<file path="src/rtl/adder_accum_sequencer_if.sv">
// adder_accum_sequencer_if: host-side command/response handshake for the accumulator sequencer
interface adder_accum_sequencer_if #(
    parameter int WIDTH = 8
);
    logic               cmd_valid;
    logic               cmd_ready;
    logic [1:0]         cmd_op;
    logic [WIDTH-1:0]   cmd_data;
    logic               rsp_valid;
    logic               rsp_ready;
    logic [3*WIDTH-1:0] rsp_data;
    modport master (output cmd_valid, cmd_op, cmd_data, rsp_ready, input cmd_ready, rsp_valid, rsp_data);
    modport slave  (input cmd_valid, cmd_op, cmd_data, rsp_ready, output cmd_ready, rsp_valid, rsp_data);
endinterface

</file>
<file path="src/rtl/adder_accum_sequencer.sv">
// adder_accum_sequencer: turns host ADD/READ/CLEAR commands into AdderAccumulator control sequences
module adder_accum_sequencer #(
    parameter int               WIDTH   = 8,
    parameter int               SEL_W   = 3,
    parameter logic [SEL_W-1:0] SEL_LSB = SEL_W'(0),
    parameter logic [SEL_W-1:0] SEL_MSB = SEL_W'(1),
    parameter logic [SEL_W-1:0] SEL_CNT = SEL_W'(2),
    parameter int               SETTLE  = 1
) (
    input  logic                  clock,
    input  logic                  reset,
    adder_accum_sequencer_if.slave host,
    output logic                  acc_load,
    output logic                  acc_add,
    output logic                  acc_reset,
    output logic [WIDTH-1:0]      acc_data_in,
    output logic [SEL_W-1:0]      acc_output_sel,
    input  logic [WIDTH-1:0]      acc_data_out,
    output logic                  busy
);
    localparam int CW = $clog2(SETTLE + 2);

    typedef enum logic [2:0] {IDLE, LOAD, ADD, CLR, RD_LSB, RD_MSB, RD_CNT, RSP} state_t;

    state_t        state;
    logic [CW-1:0] settle_cnt;
    logic          clr_q;
    logic          settled;
    logic          reading;

    assign settled        = settle_cnt == CW'(SETTLE);
    assign reading        = state == RD_LSB || state == RD_MSB || state == RD_CNT;
    assign acc_reset      = clr_q | ~reset;
    assign host.cmd_ready = state == IDLE;
    assign busy           = state != IDLE;

    always_ff @(posedge clock or negedge reset) begin
        if (!reset) begin
            state          <= IDLE;
            settle_cnt     <= '0;
            clr_q          <= 1'b0;
            acc_load       <= 1'b0;
            acc_add        <= 1'b0;
            acc_data_in    <= '0;
            acc_output_sel <= SEL_LSB;
            host.rsp_valid <= 1'b0;
            host.rsp_data  <= '0;
        end else begin
            settle_cnt <= (reading && !settled) ? settle_cnt + CW'(1) : '0;
            case (state)
                IDLE: if (host.cmd_valid) begin
                    case (host.cmd_op)
                        2'b00: begin
                            state       <= LOAD;
                            acc_load    <= 1'b1;
                            acc_data_in <= host.cmd_data;
                        end
                        2'b01: state <= RD_LSB;
                        2'b10: begin
                            state <= CLR;
                            clr_q <= 1'b1;
                        end
                        default: state <= IDLE;
                    endcase
                end
                // all-ones operand during ADD makes any stray register-1 capture visible
                LOAD: begin
                    state       <= ADD;
                    acc_load    <= 1'b0;
                    acc_add     <= 1'b1;
                    acc_data_in <= '1;
                end
                ADD: begin
                    state   <= IDLE;
                    acc_add <= 1'b0;
                end
                CLR: begin
                    state <= IDLE;
                    clr_q <= 1'b0;
                end
                RD_LSB: if (settled) begin
                    host.rsp_data[WIDTH-1:0] <= acc_data_out;
                    acc_output_sel           <= SEL_MSB;
                    state                    <= RD_MSB;
                end
                RD_MSB: if (settled) begin
                    host.rsp_data[2*WIDTH-1:WIDTH] <= acc_data_out;
                    acc_output_sel                 <= SEL_CNT;
                    state                          <= RD_CNT;
                end
                RD_CNT: if (settled) begin
                    host.rsp_data[3*WIDTH-1:2*WIDTH] <= acc_data_out;
                    acc_output_sel                   <= SEL_LSB;
                    host.rsp_valid                   <= 1'b1;
                    state                            <= RSP;
                end
                RSP: if (host.rsp_ready) begin
                    host.rsp_valid <= 1'b0;
                    state          <= IDLE;
                end
                default: state <= IDLE;
            endcase
        end
    end
endmodule

</file>
<file path="src/flat_wrapper.sv">
// flat-port wrapper written by rule: the top's interface ports become plain ports
module adder_accum_sequencer_flat 
#(
    parameter int               WIDTH   = 8,
    parameter int               SEL_W   = 3,
    parameter logic [SEL_W-1:0] SEL_LSB = SEL_W'(0),
    parameter logic [SEL_W-1:0] SEL_MSB = SEL_W'(1),
    parameter logic [SEL_W-1:0] SEL_CNT = SEL_W'(2),
    parameter int               SETTLE  = 1
)
  (clock, reset, acc_load, acc_add, acc_reset, acc_data_in, acc_output_sel, acc_data_out, busy, host_cmd_valid, host_cmd_op, host_cmd_data, host_rsp_ready, host_cmd_ready, host_rsp_valid, host_rsp_data);
  adder_accum_sequencer_if #(.WIDTH(WIDTH)) host_i ();
  input  logic clock;
  input  logic reset;
  output logic acc_load;
  output logic acc_add;
  output logic acc_reset;
  output logic [WIDTH-1:0] acc_data_in;
  output logic [SEL_W-1:0] acc_output_sel;
  input  logic [WIDTH-1:0] acc_data_out;
  output logic busy;
  input wire logic [$bits(host_i.cmd_valid)-1:0] host_cmd_valid;
  input wire logic [$bits(host_i.cmd_op)-1:0] host_cmd_op;
  input wire logic [$bits(host_i.cmd_data)-1:0] host_cmd_data;
  input wire logic [$bits(host_i.rsp_ready)-1:0] host_rsp_ready;
  output wire logic [$bits(host_i.cmd_ready)-1:0] host_cmd_ready;
  output wire logic [$bits(host_i.rsp_valid)-1:0] host_rsp_valid;
  output wire logic [$bits(host_i.rsp_data)-1:0] host_rsp_data;
  assign host_i.cmd_valid = host_cmd_valid;
  assign host_i.cmd_op = host_cmd_op;
  assign host_i.cmd_data = host_cmd_data;
  assign host_i.rsp_ready = host_rsp_ready;
  assign host_cmd_ready = host_i.cmd_ready;
  assign host_rsp_valid = host_i.rsp_valid;
  assign host_rsp_data = host_i.rsp_data;
  adder_accum_sequencer #(.WIDTH(WIDTH), .SEL_W(SEL_W), .SEL_LSB(SEL_LSB), .SEL_MSB(SEL_MSB), .SEL_CNT(SEL_CNT), .SETTLE(SETTLE)) u_core (.clock(clock), .reset(reset), .host(host_i), .acc_load(acc_load), .acc_add(acc_add), .acc_reset(acc_reset), .acc_data_in(acc_data_in), .acc_output_sel(acc_output_sel), .acc_data_out(acc_data_out), .busy(busy));
endmodule
</file>
<file path="config.mk">
export PLATFORM = sky130hd
export DESIGN_NAME = adder_accum_sequencer_flat
export DESIGN_NICKNAME = d
export VERILOG_FILES = /design/src/rtl/adder_accum_sequencer_if.sv /design/src/rtl/adder_accum_sequencer.sv /design/src/flat_wrapper.sv
export SDC_FILE = /design/constraint.sdc
export NUM_CORES = 1
export LEC_CHECK = 0
export CORE_ASPECT_RATIO = 0.6
export CORE_MARGIN = 1.5
export CORE_UTILIZATION = 35
export CTS_CLUSTER_DIAMETER = 30
export CTS_CLUSTER_SIZE = 12
export DETAILED_ROUTE_END_ITERATION = 12
export SLEW_MARGIN = 10
export SYNTH_ARGS = -nofsm -noshare
export SYNTH_HDL_FRONTEND = slang
export SYNTH_SLANG_ARGS = --single-unit
</file>
<file path="constraint.sdc">
create_clock -name clock -period 2.1 [get_ports clock]
set_clock_uncertainty 0.05 [all_clocks]
set_input_delay 0.21 -clock clock [delete_from_list [all_inputs] [get_ports clock]]
set_output_delay 0.21 -clock clock [all_outputs]
set_load 0.1 [all_outputs]
</file>
==> qor.yml, run 1 <==
run_status:
  status: "finished, final reports clean"
timing:
  min_period_ps: 1885
  finalSetupViolCount: 0
  max_slew_margin_pct: 60.27
  final.setup.tns_ps: 0
  hold_violations: 0
  final.setup.worst_slack_ps: 214.9
  rsz0062_at_grt: "no"
  hold-worst-slack_ps: 382.7
  worst_pin_slew_ps: 596.0
  fmax_mhz: 530.5
  post-route-period-util_pct: 89.77
  maxSlewViolCount: 0
critical_path:
  cp.buffers_inverters: 3
  start_kind: "flop"
  cp_slowest_cell: "dfrtp_1"
  critPathKind: "reg -> out"
  rr_worst_depth: 5
  path_cells: "inv_1 > nand2_2 > clkinvlp_4 > buf_12"
  r2r_start: "u_core.settle_cnt[1]"
  worstReg2RegEnd: "u_core.host.rsp_data[7]"
  r2r_slack_ps: 290
  cp_data_arrival_time_ps: 1630
  crit_fanout: 16
  end_kind: "output pin"
  cp.required_ps: 1840
  crit_family: "flip-flops"
  cpPeakStageDelay_ps: 680
run:
  drv_cap: 0
layout:
  fillers: 460
  layout_common_cells: "dfrtp_1 (43), buf_4 (39), mux2_2 (24), clkdlybuf4s50_1 (20)"
  final_common_cell: "dfrtp_1"
  final_cells: 269
  drive_gt1_share_pct: 39.90
  finalNetCount: 225
  n_antenna_cell: 0
  syn2layout_area_growth_pct: 39.78
clock_network:
  cts.sinks: 43
  htreeDepth: 2
  clock-root-buffer: "clkbuf_8"
  path_clk_slew_ps: 80
  clk_path_buf_depth: 2
  clock_latency_ps: 290
  cts_tree: "built"
  cts_made_buffers: 5
placed_design:
  dp_cells: 260
  place_congestion: 0.7176
  io_buffer_count: 61
  place_hpwl_um: 2870
  pre_cts_ws_ps: 304.4
routing:
  via_per_inst: 4.714
  num_vias: 1268
  drt_iter0_markers: 63
  wire_per_inst_um: 14.53
  first_pass_iters: 4
  route.detailed.drc: 0
  routed_wl_um: 3908
  postRouteAntennaNets: 0
synthesis:
  synthFlopType: "dfrtp_1"
  yosysSeqAreaShare_pct: 59.39
  yosys_warnings: 0
  avgSynthCellArea_sq_um: 13.03
  syn_inst: 139
  synth_edf_count: 0
  syn_area_sq_um: 1812
  async_flop_share_pct: 100.0
  yosysUniqueCellTypes: 33
  syn_nets: 162
  synth_seq_cells: 43
hold_path:
  whs_endpoint: "u_core.settle_cnt[0]"
  hold_depth: 1
  min_path_type: "reg -> reg"
  min_from: "u_core.settle_cnt[0]"
global_route:
  grt_pass1_vias: 1255
  grt_antenna_before_repair: 0
  grt_max_degree: 44
  globalRouteOverflowTotal: 0
  grt_pass1_wl_um: 6320
  grt_usage_pct: 14.90
floorplan:
  rows: 20
  start_util_pct: 36.02
  core_sq_um: 5030
  die_h_um: 58.73
  io_pins: 63
  die-area_sq_um: 5631
  fp.dieW_um: 95.89
==> routing by layer <==
layer | global-route usage, % | wire [um]
met2 | 21.13 | 1720
met4 | 5.042 | 62
met1 | 21.92 | 1962
met5 | 0 | 0
met3 | 4.005 | 162
==> stage by stage <==
step,utilization (%),instance area [sq um]
6_report,50.35,2532
5_1_grt,50.35,2532
4_1_cts,50.35,2532
3_5_place_dp,47.91,2410
3_3_place_gp,47.91,2410
2_1_floorplan,-,1818
==> area by class of cell <==
cell class	instances	area (sq um)	area share [%]
Tap cell	66	82.58	3.261
Clock inverter	3	43.79	1.729
Multi-Input combinational cell	83	670.6	26.48
Inverter	5	22.52	0.8893
Timing Repair Buffer	64	568.0	22.43
Clock buffer	5	68.82	2.717
Sequential cell	43	1076	42.49
==> logic make-up after synthesis <==
group	count (synthesis)	share of synthesized area, %
DFF	43	59.39
AOI/OAI and AO/OA	27	10.70
muxes	25	15.47
buffers and inverters	13	3.729
and+or+nand+nor	29	9.807
other	1	0.2070
adders and majority gates	1	0.6905
==> how the worst max path moves through the flow <==
stage	from	end	slack (ps)	depth (start not counted)
finish	u_core.state[0]	host_cmd_ready	210	4
global route	u_core.state[1]	host_cmd_ready	90	4
CTS	u_core.state[0]	host_cmd_ready	200	4
detailed placement	u_core.settle_cnt[1]	u_core.host.rsp_data[7]	300	5
global placement	u_core.settle_cnt[1]	u_core.host.rsp_data[2]	390	5
floorplan	u_core.state[0]	host_cmd_ready	100	5
==> synth_stat cells, types with 2 or more instances <==
cell	n	area share, %
a21o_1	2	0.83
dfrtp_1	43	59
nand2_1	5	1.0
a31oi_1	4	1.4
nand3_1	3	0.83
mux2_2	24	15
o22a_1	9	4.4
clkbuf_2	2	0.55
buf_4	4	1.7
inv_1	5	1.0
and2b_1	2	0.83
a21oi_1	3	0.83
nor2_1	9	1.9
o21ai_0	5	1.4
==> timing repair <==
action,4_1_cts,5_1_grt
buffers inserted,0,0
endpoints found under the hold margin,43,0
hold buffers,1,0
gates resized for setup,0,0
==> registers in the layout, indices dropped and copies added, names as in the netlist <==
register and count:
u_core.settle_cnt 2, u_core.state 3, u_core.host.rsp_valid 1, u_core.host.rsp_data 24, u_core.acc_output_sel 2, u_core.acc_data_in 8
u_core.acc_load 1, u_core.clr_q 1, u_core.acc_add 1
Power of run 1 is left out: the tool's default activity adds up to more than one toggle a clock period on the data nets, which glitch-free logic cannot reach.
==> run 2: changes to the inputs <==
- PLACE_DENSITY: default -> 0.64
==> run 2 against run 1 <==
Compared with the run above: hold slack improved by 5.0 ps; die area unchanged; sequential share of layout area increased by 0.47 points; maximum frequency decreased by 1.2%; core utilization decreased by 0.55 points; worst setup slack got worse by 23 ps; via count increased by 3.0%; routed wire length decreased by 0.56%; critical endpoint unchanged; largest cell class unchanged.
==> qor.yml, run 2 (synthesis gave the netlist of run 1 again) <==
run_status:
  status: "finished, final reports clean"
timing:
  post-route-period-util_pct: 90.88
  min_period_ps: 1909
  hold_violations: 0
  finalSetupViolCount: 0
  worst_pin_slew_ps: 577.9
  rsz0062_at_grt: "no"
  fmax_mhz: 524.0
  maxSlewViolCount: 0
  max_slew_margin_pct: 61.47
  final.setup.tns_ps: 0
placed_design:
  place_congestion: 0.7940
  place_hpwl_um: 2941
  io_buffer_count: 61
hold_path:
  whs_endpoint: "u_core.settle_cnt[0]"
  min_from: "u_core.settle_cnt[0]"
  hold_depth: 1
  min_path_type: "reg -> reg"
layout:
  layout_common_cells: "dfrtp_1 (43), buf_4 (39), mux2_2 (24), clkdlybuf4s50_1 (20)"
  reg.largest.list: "u_core.host.rsp_data x24, u_core.acc_data_in x8, u_core.state x3"
  syn2layout_area_growth_pct: 38.26
  drive_gt1_share_pct: 39.41
  n_antenna_cell: 0
  fillers: 430
  finalNetCount: 225
  largest_reg_flops: 24
  final_common_cell: "dfrtp_1"
  top_register: "u_core.host.rsp_data"
  seqCellArea_sq_um: 1076
  multi_input_area_sq_um: 670.6
routing:
  num_vias: 1306
  route.detailed.drc: 0
  via_per_inst: 4.855
  postRouteAntennaNets: 0
  routed_wl_um: 3886
  wire_per_inst_um: 14.45
  drt_iter0_markers: 54
  first_pass_iters: 3
critical_path:
  crit_fanout: 16
  cp.buffers_inverters: 3
  end_kind: "output pin"
  crit_family: "flip-flops"
  start_kind: "flop"
  path_cells: "inv_1 > nand2_2 > clkinvlp_4 > buf_12"
  worstReg2RegEnd: "u_core.host.rsp_data[1]"
  cp.required_ps: 1840
  r2r_start: "u_core.settle_cnt[1]"
  cp_slowest_cell: "dfrtp_1"
  rr_worst_depth: 5
  cpPeakStageDelay_ps: 680
  r2r_slack_ps: 280
  cp_data_arrival_time_ps: 1650
  critPathKind: "reg -> out"
clock_network:
  cts.sinks: 43
  cts_tree: "built"
  clock_latency_ps: 280
  clock-root-buffer: "clkbuf_8"
  cts_made_buffers: 5
  postCtsSetupBuffers: 0
  path_clk_slew_ps: 80
  htreeDepth: 2
  clk_path_buf_depth: 2
floorplan:
  fp.dieW_um: 95.89
  start_util_pct: 36.02
  core_sq_um: 5030
  rows: 20
  die-area_sq_um: 5631
  die_h_um: 58.73
  io_pins: 63
global_route:
  globalRouteOverflowTotal: 0
  grt_antenna_before_repair: 0
  grt_usage_pct: 14.49
  grt_pass1_vias: 1273
  grt_max_degree: 44
  grt_pass1_wl_um: 6141
run:
  drv_cap: 0
==> run 2: cell count changes in the layout (fill, tap and decap cells not counted) <==
| cell | previous run | this run |
|---|---|---|
| bufinv_16 | 1 | 0 |
| clkbuf_1 | 0 | 1 |
| clkinv_4 | 1 | 0 |
| clkinvlp_4 | 1 | 2 |
==> run 2: how the worst max path moves through the flow <==
stage                                     from                       to  slack, ps  depth (start not counted)
after floorplan                u_core.state[0]           host_cmd_ready        100                          5
after global placement    u_core.settle_cnt[1]  u_core.host.rsp_data[5]        370                          5
after detailed placement  u_core.settle_cnt[1]  u_core.host.rsp_data[4]        300                          5
after CTS                      u_core.state[0]           host_cmd_ready        190                          4
after global routing           u_core.state[0]           host_cmd_ready         40                          4
final                          u_core.state[0]           host_cmd_ready        190                          4
==> run 2: per-layer routing <==
metal / wire, um / GRT usage, %
met5: 0 / 0
met4: 19 / 4.412
met3: 197 / 4.651
met2: 1754 / 21.33
met1: 1913 / 20.43
==> run 2: per-stage QoR <==
step	cell area [sq um]	hold slack (ps)	setup WS [ps]	util (%)	std cells
6_report	2505	387.7	191.5	49.80	269
5_1_grt	2505	398.4	42.73	49.80	269
4_1_cts	2505	390.1	188.8	49.80	269
3_5_place_dp	2410	287.7	299.7	47.91	260
3_3_place_gp	2410	293.0	369.6	47.91	260
2_1_floorplan	1818	-135.6	100.6	-	139
==> run 2: timing repair <==
item | in CTS | in global routing
gates resized for setup | 0 | 0
hold endpoints to repair | 43 | 0
hold buffers | 1 | 0
==> run 2: final cells by class <==
cell class / instances / area share (%)
multi-input combinational: 83 / 26.77
tap: 66 / 3.297
timing repair buffer: 64 / 22.68
inverter: 5 / 0.8991
clock buffer: 6 / 2.897
clock inverter: 2 / 0.4995
sequential: 43 / 42.96
Power of run 2 is left out for the same reason.
==> run 3: changes to the inputs <==
- SKIP_LAST_GASP: default -> 1
==> results of run 3 <==
Final layout, timing and power as in run 2 (identical DEF).
Power of run 3 is left out for the same reason.
